**config.mk**
```make
export PLATFORM = sky130hd
export DESIGN_NAME = ppu_input_stage
export DESIGN_NICKNAME = d
export VERILOG_FILES = /design/src/rtl/ppu_input_stage.sv
export SDC_FILE = /design/constraint.sdc
export NUM_CORES = 1
export LEC_CHECK = 0
export ABC_CLOCK_PERIOD_IN_PS = 7100
export CAP_MARGIN = 40
export CORE_MARGIN = 8
export CORE_UTILIZATION = 45
export CTS_BUF_LIST = sky130_fd_sc_hd__clkbuf_16
export DETAILED_ROUTE_END_ITERATION = 16
export PLACE_DENSITY_LB_ADDON = 0.12
export SLEW_MARGIN = 15
export SYNTH_ARGS = -nofsm -noshare
export SYNTH_HDL_FRONTEND = slang
export SYNTH_SLANG_ARGS = --single-unit
```
**constraint.sdc**
```tcl
create_clock -name clk_i -period 7.1 [get_ports clk_i]
set_input_delay 1.42 -clock clk_i [delete_from_list [all_inputs] [get_ports clk_i]]
set_output_delay 1.42 -clock clk_i [all_outputs]
set_load 0.02 [all_outputs]
```
**src/rtl/ppu_input_stage.sv**
```systemverilog
// rtl/ppu_input_stage.sv - PPU operand-conditioning input stage with 2-entry skid buffer
package ppu_input_stage_pkg;
    typedef enum logic [2:0] {
        OP_ADD   = 3'd0,
        OP_SUB   = 3'd1,
        OP_MUL   = 3'd2,
        OP_DIV   = 3'd3,
        OP_FMADD = 3'd4,
        OP_F2P   = 3'd5,
        OP_P2F   = 3'd6
    } operation_e;
    localparam int OP_W = $bits(operation_e);
endpackage

module ppu_input_stage
    import ppu_input_stage_pkg::*;
#(
    parameter int N     = 16,
    parameter int CNT_W = 16
) (
    input  logic            clk_i,
    input  logic            rst_i,
    input  logic            in_valid_i,
    output logic            in_ready_o,
    input  logic [OP_W-1:0] op_i,
    input  logic [N-1:0]    p1_i,
    input  logic [N-1:0]    p2_i,
    input  logic [N-1:0]    p3_i,
    output logic            out_valid_o,
    input  logic            out_ready_i,
    output logic [OP_W-1:0] op_o,
    output logic [N-1:0]    p1_o,
    output logic [N-1:0]    p2_o,
    output logic [N-1:0]    p3_o,
    output logic            special_tag_o,
    output logic [N-1:0]    special_val_o,
    output logic [CNT_W-1:0] special_cnt_o
);
    localparam logic [N-1:0] ZERO  = '0;
    localparam logic [N-1:0] NAR   = {1'b1, {(N-1){1'b0}}};
    localparam int           ENT_W = OP_W + 4*N + 1;

    function automatic logic [N-1:0] c2(input logic [N-1:0] x);
        return ~x + N'(1);
    endfunction

    function automatic logic [N-1:0] mag(input logic [N-1:0] x);
        return x[N-1] ? c2(x) : x;
    endfunction

    logic [N-1:0]    q2, c_p1, c_p2, c_val;
    logic [OP_W-1:0] c_op;
    logic            c_tag, is_addsub, nar_hit, swap;
    logic [ENT_W-1:0] in_ent;

    always_comb begin
        is_addsub = (op_i == OP_ADD) || (op_i == OP_SUB);
        q2        = (op_i == OP_SUB) ? c2(p2_i) : p2_i;
        swap      = is_addsub && (mag(q2) > mag(p1_i));
        c_p1      = swap ? q2 : p1_i;
        c_p2      = swap ? p1_i : q2;
        c_op      = (op_i == OP_SUB) ? OP_ADD : op_i;
        nar_hit   = (p1_i == NAR) || (p2_i == NAR) || ((op_i == OP_FMADD) && (p3_i == NAR));
        c_tag     = 1'b0;
        c_val     = ZERO;
        // Priority ladder: NaR dominates, then per-op zero rules; conversions are never special
        case (op_i)
            OP_ADD, OP_SUB: begin
                if (nar_hit)                   begin c_tag = 1'b1; c_val = NAR;  end
                else if (p1_i == ZERO)         begin c_tag = 1'b1; c_val = q2;   end
                else if (p2_i == ZERO)         begin c_tag = 1'b1; c_val = p1_i; end
                else if (p1_i == c2(q2))       begin c_tag = 1'b1; c_val = ZERO; end
            end
            OP_MUL: begin
                if (nar_hit)                   begin c_tag = 1'b1; c_val = NAR;  end
                else if (p1_i == ZERO || p2_i == ZERO) begin c_tag = 1'b1; c_val = ZERO; end
            end
            OP_DIV: begin
                if (nar_hit)                   begin c_tag = 1'b1; c_val = NAR;  end
                else if (p2_i == ZERO)         begin c_tag = 1'b1; c_val = NAR;  end
                else if (p1_i == ZERO)         begin c_tag = 1'b1; c_val = ZERO; end
            end
            OP_FMADD: begin
                if (nar_hit)                   begin c_tag = 1'b1; c_val = NAR;  end
                else if (p1_i == ZERO || p2_i == ZERO) begin c_tag = 1'b1; c_val = p3_i; end
            end
            default: begin
                c_tag = 1'b0;
                c_val = ZERO;
            end
        endcase
        in_ent = {c_op, c_p1, c_p2, p3_i, c_tag, c_val};
    end

    logic [ENT_W-1:0] m_q, m_d, s_q, s_d;
    logic             m_valid_q, m_valid_d, s_valid_q, s_valid_d;
    logic [CNT_W-1:0] cnt_q, cnt_d;
    logic             accept, drain;

    always_comb begin
        m_d       = m_q;
        s_d       = s_q;
        m_valid_d = m_valid_q;
        s_valid_d = s_valid_q;
        cnt_d     = cnt_q;
        accept    = in_valid_i & ~s_valid_q;
        drain     = m_valid_q & out_ready_i;
        if (drain && m_q[N] && (cnt_q != {CNT_W{1'b1}}))
            cnt_d = cnt_q + CNT_W'(1);
        if (drain) begin
            // accept is impossible while S is occupied, so the S refill never races a new op
            if (s_valid_q) begin
                m_d       = s_q;
                s_valid_d = 1'b0;
            end else if (accept) begin
                m_d = in_ent;
            end else begin
                m_valid_d = 1'b0;
            end
        end else if (accept) begin
            if (!m_valid_q) begin
                m_d       = in_ent;
                m_valid_d = 1'b1;
            end else begin
                s_d       = in_ent;
                s_valid_d = 1'b1;
            end
        end
    end

    always_ff @(posedge clk_i) begin
        if (rst_i) begin
            m_q       <= '0;
            s_q       <= '0;
            m_valid_q <= 1'b0;
            s_valid_q <= 1'b0;
            cnt_q     <= '0;
        end else begin
            m_q       <= m_d;
            s_q       <= s_d;
            m_valid_q <= m_valid_d;
            s_valid_q <= s_valid_d;
            cnt_q     <= cnt_d;
        end
    end

    assign {op_o, p1_o, p2_o, p3_o, special_tag_o, special_val_o} = m_q;
    assign out_valid_o   = m_valid_q;
    assign in_ready_o    = ~s_valid_q;
    assign special_cnt_o = cnt_q;

endmodule

```
# ---- Word level (Yosys, flattened, before mapping)
# Index checks and enable logic that the tools add are counted.
dict set report word_totals {
  output_inout_bits 86
  reg_bits 154
  inputBits 55
}
dict set report classes {
  n_reduce_logical 20
  magnitude_cmp 1
  mux 34
  add_sub_neg 4
  eq_ne 12
  n_bitwise 7
}
# op n
set ops {}
lappend ops {{68-bit two-way mux} 5}
lappend ops {{16-bit two-way mux} 13}
lappend ops {{16-bit by 1-bit adder with 16-bit output, second input constant} 4}
lappend ops {{16-bit case mux with 4 select lines} 1}
lappend ops {{16-bit == test, second input constant} 3}
lappend ops {{16-bit inverter} 3}
lappend ops {{16-bit zero test} 2}
lappend ops {{16-bit == test} 1}
lappend ops {{16-bit > comparator} 1}
lappend ops {{16-bit inequality test, second input constant} 1}
lappend ops {{1-bit two-way mux} 13}
lappend ops {{3-bit AND reduction} 3}
lappend ops {{3-bit by 2-bit == test with 1-bit output, second input constant} 2}
lappend ops {{2-bit OR reduction} 3}
lappend ops {{1-bit logical AND} 4}
lappend ops {{1-bit logical OR} 4}
lappend ops {{2-bit inequality test, second input constant} 2}
lappend ops {{2-bit nonzero test} 2}
lappend ops {{3-bit by 1-bit == test with 1-bit output, second input constant} 1}
lappend ops {{3-bit == test, second input constant} 1}
lappend ops {{3-bit zero test} 1}
lappend ops {{3-bit two-way mux} 1}
lappend ops {{1-bit case mux with 3 select lines} 1}
lappend ops {{1-bit bitwise AND} 2}
lappend ops {{other kinds (3)} 4}

# ---- Logic depth before layout (Yosys ltp)
# Gate-level depths: netlist of run 1.
dict set report depth {
  ltp_word 14
  mapped_depth 22
}

# ---- Least setup slack after synthesis of run 1
# OpenSTA, ideal clock, no wires.
dict set report synth_path {
  path_type {input to register}
  startpoint {in p2_i[0]}
  endpoint {reg s_q[60]}
  t_required_ps 6966
  path_stages 22
  n_path_buf 4
  arrival_time_ps 5574
  slack_ps 1393
  cell_sequence {buf_2 -> inv_1 -> ha_1 -> buf_2 -> nor2b_1 -> buf_1 -> or4_4 -> a21oi_2 -> o211ai_2 -> or2_2 -> o31ai_1 -> xnor2_1 -> ha_1 -> nand4_1 -> nor2_1 -> a31oi_1 -> nor2b_1 -> o31ai_1 -> nand2_1 -> buf_1 -> mux2i_1 -> o22ai_1}
}
dict set report synth_between {
  elab_chain_cells 9
}
# item line
set synth_lines {}
lappend synth_lines {{start: declaration} 27} ;# input logic [N-1:0] p2_i,
lappend synth_lines {{16-bit inverter} 44} ;# return ~x + N'(1);
lappend synth_lines {{16-bit by 1-bit adder with 16-bit output} 44}
lappend synth_lines {{16-bit two-way mux *} 58} ;# q2 = (op_i == OP_SUB) ? c2(p2_i) : p2_i;
lappend synth_lines {{16-bit inverter} 44}
lappend synth_lines {{16-bit by 1-bit adder with 16-bit output} 44}
lappend synth_lines {{16-bit two-way mux} 48} ;# return x[N-1] ? c2(x) : x;
lappend synth_lines {{16-bit > comparator} 59} ;# swap = is_addsub && (mag(q2) > mag(p1_i));
lappend synth_lines {{1-bit logical AND} 59}
lappend synth_lines {{16-bit two-way mux *} 60} ;# c_p1 = swap ? q2 : p1_i;
lappend synth_lines {{end signal: assignment} 134} ;# s_q <= '0;
lappend synth_lines {{end signal: assignment} 140} ;# s_q <= s_d;
lappend synth_lines {{end: declaration} 95} ;# logic [ENT_W-1:0] m_q, m_d, s_q, s_d;
# Mark *: on every way between the ends. The rest lies on a longest branch, timed or not.
# A chain may end at the register's enable or synchronous reset.

# ---- Worst setup path in the final report of run 1
dict set report layout_path {
  startpoint {in p2_i[0]}
  endpoint {reg s_q[56]}
}
# Same word-level chain as after synthesis.

==> results of run 1 <==
[cell families after synthesis]
group           share of synthesized area (%)
fa+ha+maj                                2.69
flops                                    33.1
mux                                      7.21
compound gates                           23.6
buf+inv                                  5.14
simple gates                             20.0
xor+xnor                                 8.26
[registers in the layout (all words and copies together) (netlist names)]
name / count
s_valid_q: 1
special_cnt_o: 16
m_q: 68
s_q: 68
out_valid_o: 1
[per-layer routing]
| layer | routed length, um | part of all wire, % | track usage (%) | vias up |
|---|---|---|---|---|
| met4 | 920 | 2.9 | 9.05 | 2 |
| li1 | - | - | - | 4484 |
| met1 | 13900 | 44 | 31.5 | 4448 |
| met2 | 14500 | 46 | 39.4 | 364 |
| met3 | 2190 | 7.0 | 5.04 | 62 |
| met5 | 13 | 0.041 | 0 | - |
[stage by stage]
step / cell area [sq um] / cells / setup WS, ps / utilization [%]
global route: 11700 / 1591 / 713 / 57.5
CTS: 11700 / 1590 / 1160 / 57.4
detailed placement: 11100 / 1559 / 731 / 54.5
floorplan: 9320 / 1211 / 1390 / -
global placement: 11000 / 1555 / 710 / 54.2
finish: 11700 / 1591 / 1090 / 57.5
[power breakdown]
group	total [mW]	leakage, nW	switching, mW	internal [mW]
clock network	0.958	0.291	0.425	0.533
registers	0.946	1.26	0.0319	0.914
logic	0.618	2.57	0.354	0.265
[worst max-delay path, cell delays in order]
cell and delay (ps):
clkdlybuf4s50_1 410, inv_1 210, ha_1 380, nor3b_1 520
nand2_1 280, mux2i_1 370, o2111ai_1 320, or2_2 390
nand2_1 90, xnor2_1 120, ha_1 250, nand2_1 90
nor2_1 50, a31oi_1 180, nor2b_1 150, o31ai_1 70
buf_4 160, nand2_4 200, buf_12 260, mux2i_1 240
o22ai_1 120
[worst min-delay path by stage]
stage / from / end / slack [ps] / cells past startpoint
2_1_floorplan: s_q[33] / s_q[33] / 430 / 2
3_3_place_gp: s_q[11] / s_q[11] / 440 / 2
3_5_place_dp: s_q[13] / s_q[13] / 450 / 2
4_1_cts: s_q[13] / s_q[13] / 450 / 2
5_1_grt: s_q[17] / s_q[17] / 480 / 2
6_report: s_q[11] / s_q[11] / 450 / 2
[synthesized netlist by cell type (6+ instances only)]
cell      instances  area [sq um]
clkbuf_1         85           319
inv_1            12          45.0
nor3_1           15          75.1
and2_1            9          56.3
a22oi_1          14           105
xor2_1           30           263
o22ai_1          32           200
nand4_1           9          56.3
xnor2_1          49           429
ha_1             20           250
or3_1             7          43.8
buf_2             8          40.0
a31oi_1           9          56.3
o31ai_1           9          67.6
nor4_1           10          62.6
a21oi_1         141           706
and3_1           10          62.6
a311oi_1         20           175
buf_1            13          48.8
nor2_1           86           323
dfxtp_1         154          3080
o21ai_0          85           425
nand3_1          35           175
nor2b_1          21           131
a21o_1            6          45.0
nand2_1         177           664
mux2i_1          66           661
[cell type report]
class                   instances  area, sq um
flip-flops and latches        154         3080
multi-input cells             936         5790
well taps                     270          338
fillers                      1981         8630
repair buffers                187         1810
clock inverters                14          180
clock buffers                  17          425
inverters                      13         48.8
==> out/summary.txt, run 1 <==
Status = completed
Leak = 4.12 nW
Fmax achieved = 0.166 GHz
Die area = 25600 sq um
Syn-to-layout area delta = 25.3%
Tmin final = 6010 ps
Rows = 52
Vias per cell = 5.88
CTS tree = built
# Post-CTS Setup Buffers = 0
Type of the worst min-delay path = reg -> reg
DPL Wire Length = 22100 um
Global route overflow = 0
#FFs+latches synth = 154
Startpoint types = input port
Async SR Flop Fraction = 0%
Measured slew at the worst slew-check pin = 852 ps
Tot Pwr = 2.52 mW
Worst r2r path cells = 5
Initial antenna violation count = 1
First-pass DRT Iterations = 5
Clock buffer depth = 2
Die width = 160 um
Syn. warnings = 0
Port-buffer cells = 140
Final ANT Viol Nets = 0
Final Setup Violations = 0
Fin. Hold Viols = 0
Vias = 9360
Largest net degree at the start of global routing = 81
CP endpoint = s_q[56]
Mean post-synth cell area = 7.69 sq um
Die H = 160 um
Worst rel slew slack = 43.2%
Unrepaired setup endpoints after global routing = false
Crit. Startpoint = p2_i[0]
Core Region = 20300 sq um
Critical Path RT = 7380 ps
DRT iter0 DRCs = 700
Post-synthesis cell type count = 71
PostCTS Resize Cnt = 0
Avg WL per Cell = 19.8 um
Critical Path AT = 6290 ps
Worst reg2reg endpoint = m_q[33]
Total track usage = 24.4%
Final worst path period share = 84.6%
Hold bufs inserted after CTS = 0
Worst r2r src = out_valid_o
Final nets = 1384
Cts bufs inserted = 17
First-pass GRT wire length = 50800 um
Max-cap violations = 0
Ys flop type = dfxtp_1
Crit path capture type = flip-flop
Clk_lat worst skew = 440 ps
Commonest non-fill, non-tap cell in the layout = nand2_1
Class of the most critical setup path = in -> reg
Fin Hold WS = 454 ps
Clock Tree Root = clkbuf_16
GPL Wtd Cong = 0.983
CTS Sinks = 154
Wirelength, routed = 31500 um
DRC Markers = 0
Clock-pin slew on the worst setup and hold paths = 70 ps
PD cells = 216 nW/um^2
Clk_skew = 10.1 ps
Post-synth EDFFs = 0
Share of post-route cells with drive strength above 1 = 8.25%
I/O pin count = 141
Most frequent cells in the layout = 176 x nand2_1, 154 x dfxtp_1, 141 x a21oi_1
Initial core utilization = 45.9%
Setup_tns = 0 ps
Seq/Total Area, Yosys = 33.1%
Reg2reg setup slack = 4540 ps
Fin. max-slew vios = 0
Antenna cells = 0
Critical path fanouts, max = 27
Worst vdd ir = 0.000156 V
Syn nets = 1286
H-tree levels = 4
Cell count after synthesis = 1211
Number of global-route vias before repair = 8967
Post-Syn Area = 9320 sq um
No activity file was read; power rests on OpenSTA's default activity.
==> inputs of run 2 (changes only) <==
Settings changed: ABC_CLOCK_PERIOD_IN_PS 7100 to 5400.
Clock period 7.1 ns to 5.4 ns, I/O delays scaled along.
==> run 2 against run 1 <==
Against the previous run:
- register-to-register slack worse by 1700 ps
- sequential share of layout area is 0.96 points lower
- setup slack worse by 890 ps
==> out/summary.txt, run 2 (synthesized netlist as in run 1, its figures left out) <==
Critical-path cell list = clkdlybuf4s50_1 -> buf_4 -> or4_4 -> buf_4 -> o31ai_2 -> buf_4 -> xor2_2 -> o211ai_2 -> or2_2 -> nor3_1 -> ha_1 -> ha_1 -> nand2_1 -> nor2_1 -> a31oi_1 -> nor2b_1 -> o31ai_2 -> nand2_4 -> buf_12 -> mux2i_1 -> a21oi_1
GPL Wtd Cong = 0.936
DRC Markers = 0
Final worst path period share = 96.2%
Global route overflow = 0
Placed inst area = 11500 sq um
Share of post-route cells with drive strength above 1 = 12.1%
Tmin final = 5190 ps
Most frequent cells in the layout = 176 x nand2_1, 154 x dfxtp_1, 141 x a21oi_1
Fin. max-slew vios = 0
Util after Layout = 59.7%
Status = completed
Seq. cell area = 3080 sq um
Worst rel slew slack = 44.1%
Class of the most critical setup path = in -> reg
CP peak stage delay = 510 ps
Port-buffer cells = 140
Vias per cell = 5.85
First-pass DRT Iterations = 5
Wirelength, routed = 32000 um
Vias = 9640
Critical Path AT = 5500 ps
Largest net degree at the start of global routing = 81
Fin. Hold Viols = 0
Final non-filler cell total = 1649
Initial core utilization = 45.9%
Startpoint types = input port
Critical Path RT = 5700 ps
Clock Tree Root = clkbuf_16
Critical path fanouts, max = 19
Fmax achieved = 0.193 GHz
H-tree levels = 4
Final nets = 1441
Post-route cell area = 12100 sq um
Die area = 25600 sq um
Filler instances = 1878
Clock-pin slew on the worst setup and hold paths = 60 ps
Worst r2r src = out_valid_o
Max-cap violations = 0
First-pass GRT wire length = 51600 um
Crit path capture type = flip-flop
Total track usage = 24.8%
Number of global-route vias before repair = 9370
Syn-to-layout area delta = 30.1%
Avg WL per Cell = 19.4 um
Type of the worst min-delay path = reg -> reg
Unrepaired setup endpoints after global routing = false
Tot Pwr = 3.37 mW
Final Setup Violations = 0
Cts bufs inserted = 17
Worst reg2reg endpoint = m_q[30]
Min-delay src = s_q[10]
Worst vdd ir = 0.000195 V
Core Region = 20300 sq um
PD cells = 278 nW/um^2
Hold EP = s_q[10]
Leak = 4.39 nW
DPL Wire Length = 23200 um
Antenna cells = 0
Clock buffer depth = 2
Worst r2r path cells = 5
Die H = 160 um
WHS Path Cells = 2
I/O pin count = 141
Initial antenna violation count = 0
Setup_tns = 0 ps
Clk_skew = 9.38 ps
Most used cell, CP = buf_4
Footprint of the multi-input gates = 5790 sq um
Placed Cells = 1617
Clk_lat worst skew = 430 ps
Rows = 52
Reg2reg setup slack = 2880 ps
Crit-path slowest cell = or4_4
Measured slew at the worst slew-check pin = 838 ps
Commonest non-fill, non-tap cell in the layout = nand2_1
CTS Sinks = 154
CTS tree = built
DRT iter0 DRCs = 771
Final ANT Viol Nets = 0
Die width = 160 um
run 2: how the worst max path moves through the flow:
stage,from,end,slack [ps],depth (start not counted)
2_1_floorplan,p2_i[0],s_q[60],30,22
3_3_place_gp,p2_i[0],m_q[62],-150,20
3_5_place_dp,p2_i[0],m_q[62],-240,20
4_1_cts,p2_i[0],m_q[62],190,20
5_1_grt,p2_i[0],m_q[62],20,21
6_report,p2_i[0],m_q[62],210,21
run 2: area by class of cell:
cell class              count  share of cell area [%]
clock buffers              17                    3.51
clock inverters            15                    1.54
inverters                  13                   0.403
multi-input cells         936                    47.8
flip-flops and latches    154                    25.4
well taps                 270                    2.79
repair buffers            244                    18.5
run 2: stage by stage:
step	setup WS (ps)	hold WS, ps
floorplan	32.8	432
global placement	-148	441
detailed placement	-238	445
CTS	193	452
global route	20.9	468
finish	207	453
run 2: timing repair:
action	CTS	global route
setup endpoints to repair	0	62
resized for setup	0	1
hold buffers	0	0
setup buffers	0	0
run 2: where the power goes:
group          internal [mW]  switching, mW
sequential              1.20         0.0429
combinational          0.379          0.472
clock                  0.737          0.532
run 2: per-layer routing:
layer / GRT usage [%] / part of all wire [%] / up-vias
met5: 0 / 0 / -
met4: 9.90 / 3.3 / 0
met3: 5.17 / 7.4 / 64
met2: 39.7 / 46 / 403
met1: 32.2 / 43 / 4565
li1: - / - / 4608
run 2: critical path, delay by kind of cell:
| kind | cells | cell delay (ps) |
|---|---|---|
| AOI/OAI and AO/OA | 5 | 730 |
| xor gates and xnor gates | 1 | 190 |
| adders and majority gates | 2 | 470 |
| buffers and inverters | 5 | 1120 |
| muxes | 1 | 320 |
| and+or+nand+nor | 7 | 1570 |
==> inputs of run 3 (changes only) <==
Settings changed: CORE_UTILIZATION 45 to 33.
==> run 3 against run 2 <==
Against the previous run:
- critical path depth down 1
- clock power decreased by 6%
- clock-buffer cell count unchanged
- combinational power rose by 3.3%
- final area increased by 2.2%
- cell count is 7.1% higher
==> out/summary.txt, run 3 (synthesized netlist as in run 1, its figures left out) <==
Die width = 184 um
Clock-pin slew on the worst setup and hold paths = 60 ps
Crit-path slowest cell = or4_4
Proportion of power drawn by the clock network = 35.9%
Clk_skew = 12.7 ps
WHS Path Cells = 2
Worst reg2reg endpoint = special_cnt_o[8]
Cts bufs inserted = 17
CP peak stage delay = 560 ps
Final Setup Violations = 0
Type of the worst min-delay path = reg -> reg
Worst vdd ir = 0.000202 V
Die H = 184 um
Fmax achieved = 0.194 GHz
Final non-filler cell total = 1766
Most frequent cells in the layout = 176 x nand2_1, 154 x dfxtp_1, 141 x a21oi_1
Initial antenna violation count = 0
Largest net degree at the start of global routing = 81
Critical Path AT = 5430 ps
H-tree levels = 4
Startpoint types = input port
Wirelength, routed = 34300 um
Number of global-route vias before repair = 9034
Final worst path period share = 95.5%
First-pass DRT Iterations = 6
PD cells = 268 nW/um^2
GPL Wtd Cong = 0.873
Critical Path RT = 5670 ps
Util after Layout = 44.6%
First-pass GRT wire length = 52700 um
Crit. Startpoint = p2_i[1]
Critical-path cell list = clkdlybuf4s50_1 -> or4_4 -> buf_4 -> o31ai_2 -> buf_4 -> xor2_2 -> o211ai_2 -> or2_2 -> nor3_1 -> ha_1 -> ha_1 -> nand2_1 -> nor2_1 -> a31oi_1 -> nor2b_2 -> o31ai_2 -> nand2_4 -> clkbuf_16 -> mux2i_1 -> o22ai_1
Worst rel slew slack = 46.0%
Min-delay src = s_q[11]
Switch share = 32.3%
I/O pin count = 141
Total track usage = 19.8%
CTS Sinks = 154
Unrepaired setup endpoints after global routing = false
Clk_lat worst skew = 420 ps
Tmin final = 5160 ps
Fin. Hold Viols = 0
Clock Tree Root = clkbuf_16
Fin. max-slew vios = 0
Placed Cells = 1730
Measured slew at the worst slew-check pin = 810 ps
Global route overflow = 0
Rows = 61
Hold EP = s_q[11]
Leak = 4.47 nW
Worst r2r src = special_cnt_o[8]
Vias = 9371
Share of post-route cells with drive strength above 1 = 12.9%
Status = completed
DRC Markers = 0
Crit path max-delay family = simple AND/OR/NAND/NOR gates
Class of the most critical setup path = in -> reg
Reg2reg setup slack = 3090 ps
Reg power frac = 37.6%
DPL Wire Length = 25000 um
Comb pwr share = 26.5%
Net switching power = 1.07 mW
Syn-to-layout area delta = 33.0%
Worst r2r path cells = 9
CTS tree = built
Critical path fanouts, max = 14
Crit path capture type = flip-flop
Core Region = 27800 sq um
Initial core utilization = 33.5%
Filler instances = 2856
Port-buffer cells = 140
Max-cap violations = 0
Avg WL per Cell = 19.4 um
Vias per cell = 5.31
Final ANT Viol Nets = 0
Clock buffer depth = 2
P_int = 2.24 mW
Commonest non-fill, non-tap cell in the layout = nand2_1
DRT iter0 DRCs = 667
Antenna cells = 0
Die area = 33900 sq um
Final nets = 1450
Bufs and invs on worst path = 4
-- run 3: repair_timing --
action                     CTS  global route
setup buffers                0             1
hold buffers                 0             0
gates resized for setup      0             9
setup endpoints to repair    0            66
-- run 3: metal layers --
layer,wire (um),track usage (%),up-vias
met3,1810,3.20,35
met4,599,5.32,0
met5,0,0,-
li1,-,-,4625
met1,16000,26.5,4446
met2,15800,32.6,265
-- run 3: power by group through the flow --
stage	clock (mW)	sequential (mW)	combinational, mW
after global placement	0	1.27	0.852
after detailed placement	0	1.27	0.860
after global routing	1.25	1.25	0.956
final	1.19	1.25	0.879
after CTS	1.21	1.25	0.864
after floorplan	0	1.32	0.426
-- run 3: area by class of cell --
type                            count  area [sq um]  area share, %
Timing Repair Buffer              253          2400           19.4
Clock buffer                       17           425           3.43
Multi-Input combinational cell    936          5820           47.0
Tap cell                          378           473           3.82
Inverter                           13          48.8          0.394
Sequential cell                   154          3080           24.9
Clock inverter                     15           136           1.10
-- run 3: worst max-delay path by stage --
stage | endpoint | slack (ps) | cells after the start
3_5_place_dp | s_q[40] | -390 | 22
5_1_grt | s_q[56] | 4 | 19
6_report | s_q[48] | 240 | 20
4_1_cts | s_q[35] | 40 | 22
3_3_place_gp | s_q[45] | -300 | 22
2_1_floorplan | s_q[60] | 30 | 22
-- run 3: worst reg2reg max path: cells and delay by family, from the launching register on --
| kind | cells | cell delay, ps |
|---|---|---|
| and+or+nand+nor | 7 | 1200 |
| AOI/OAI and AO/OA | 1 | 510 |
| DFF | 1 | 340 |
| xor gates and xnor gates | 1 | 160 |
-- run 3: through the flow --
stage          hold WS, ps  setup WS (ps)  area [sq um]  power, mW  setup TNS (ps)
6_report               451            241         12400       3.31               0
3_3_place_gp           442           -295         11600       2.12          -15950
5_1_grt                472           4.01         12400       3.46               0
4_1_cts                452           37.9         12300       3.32               0
3_5_place_dp           444           -392         11700       2.13          -21460
2_1_floorplan          432           32.8          9320       1.75               0
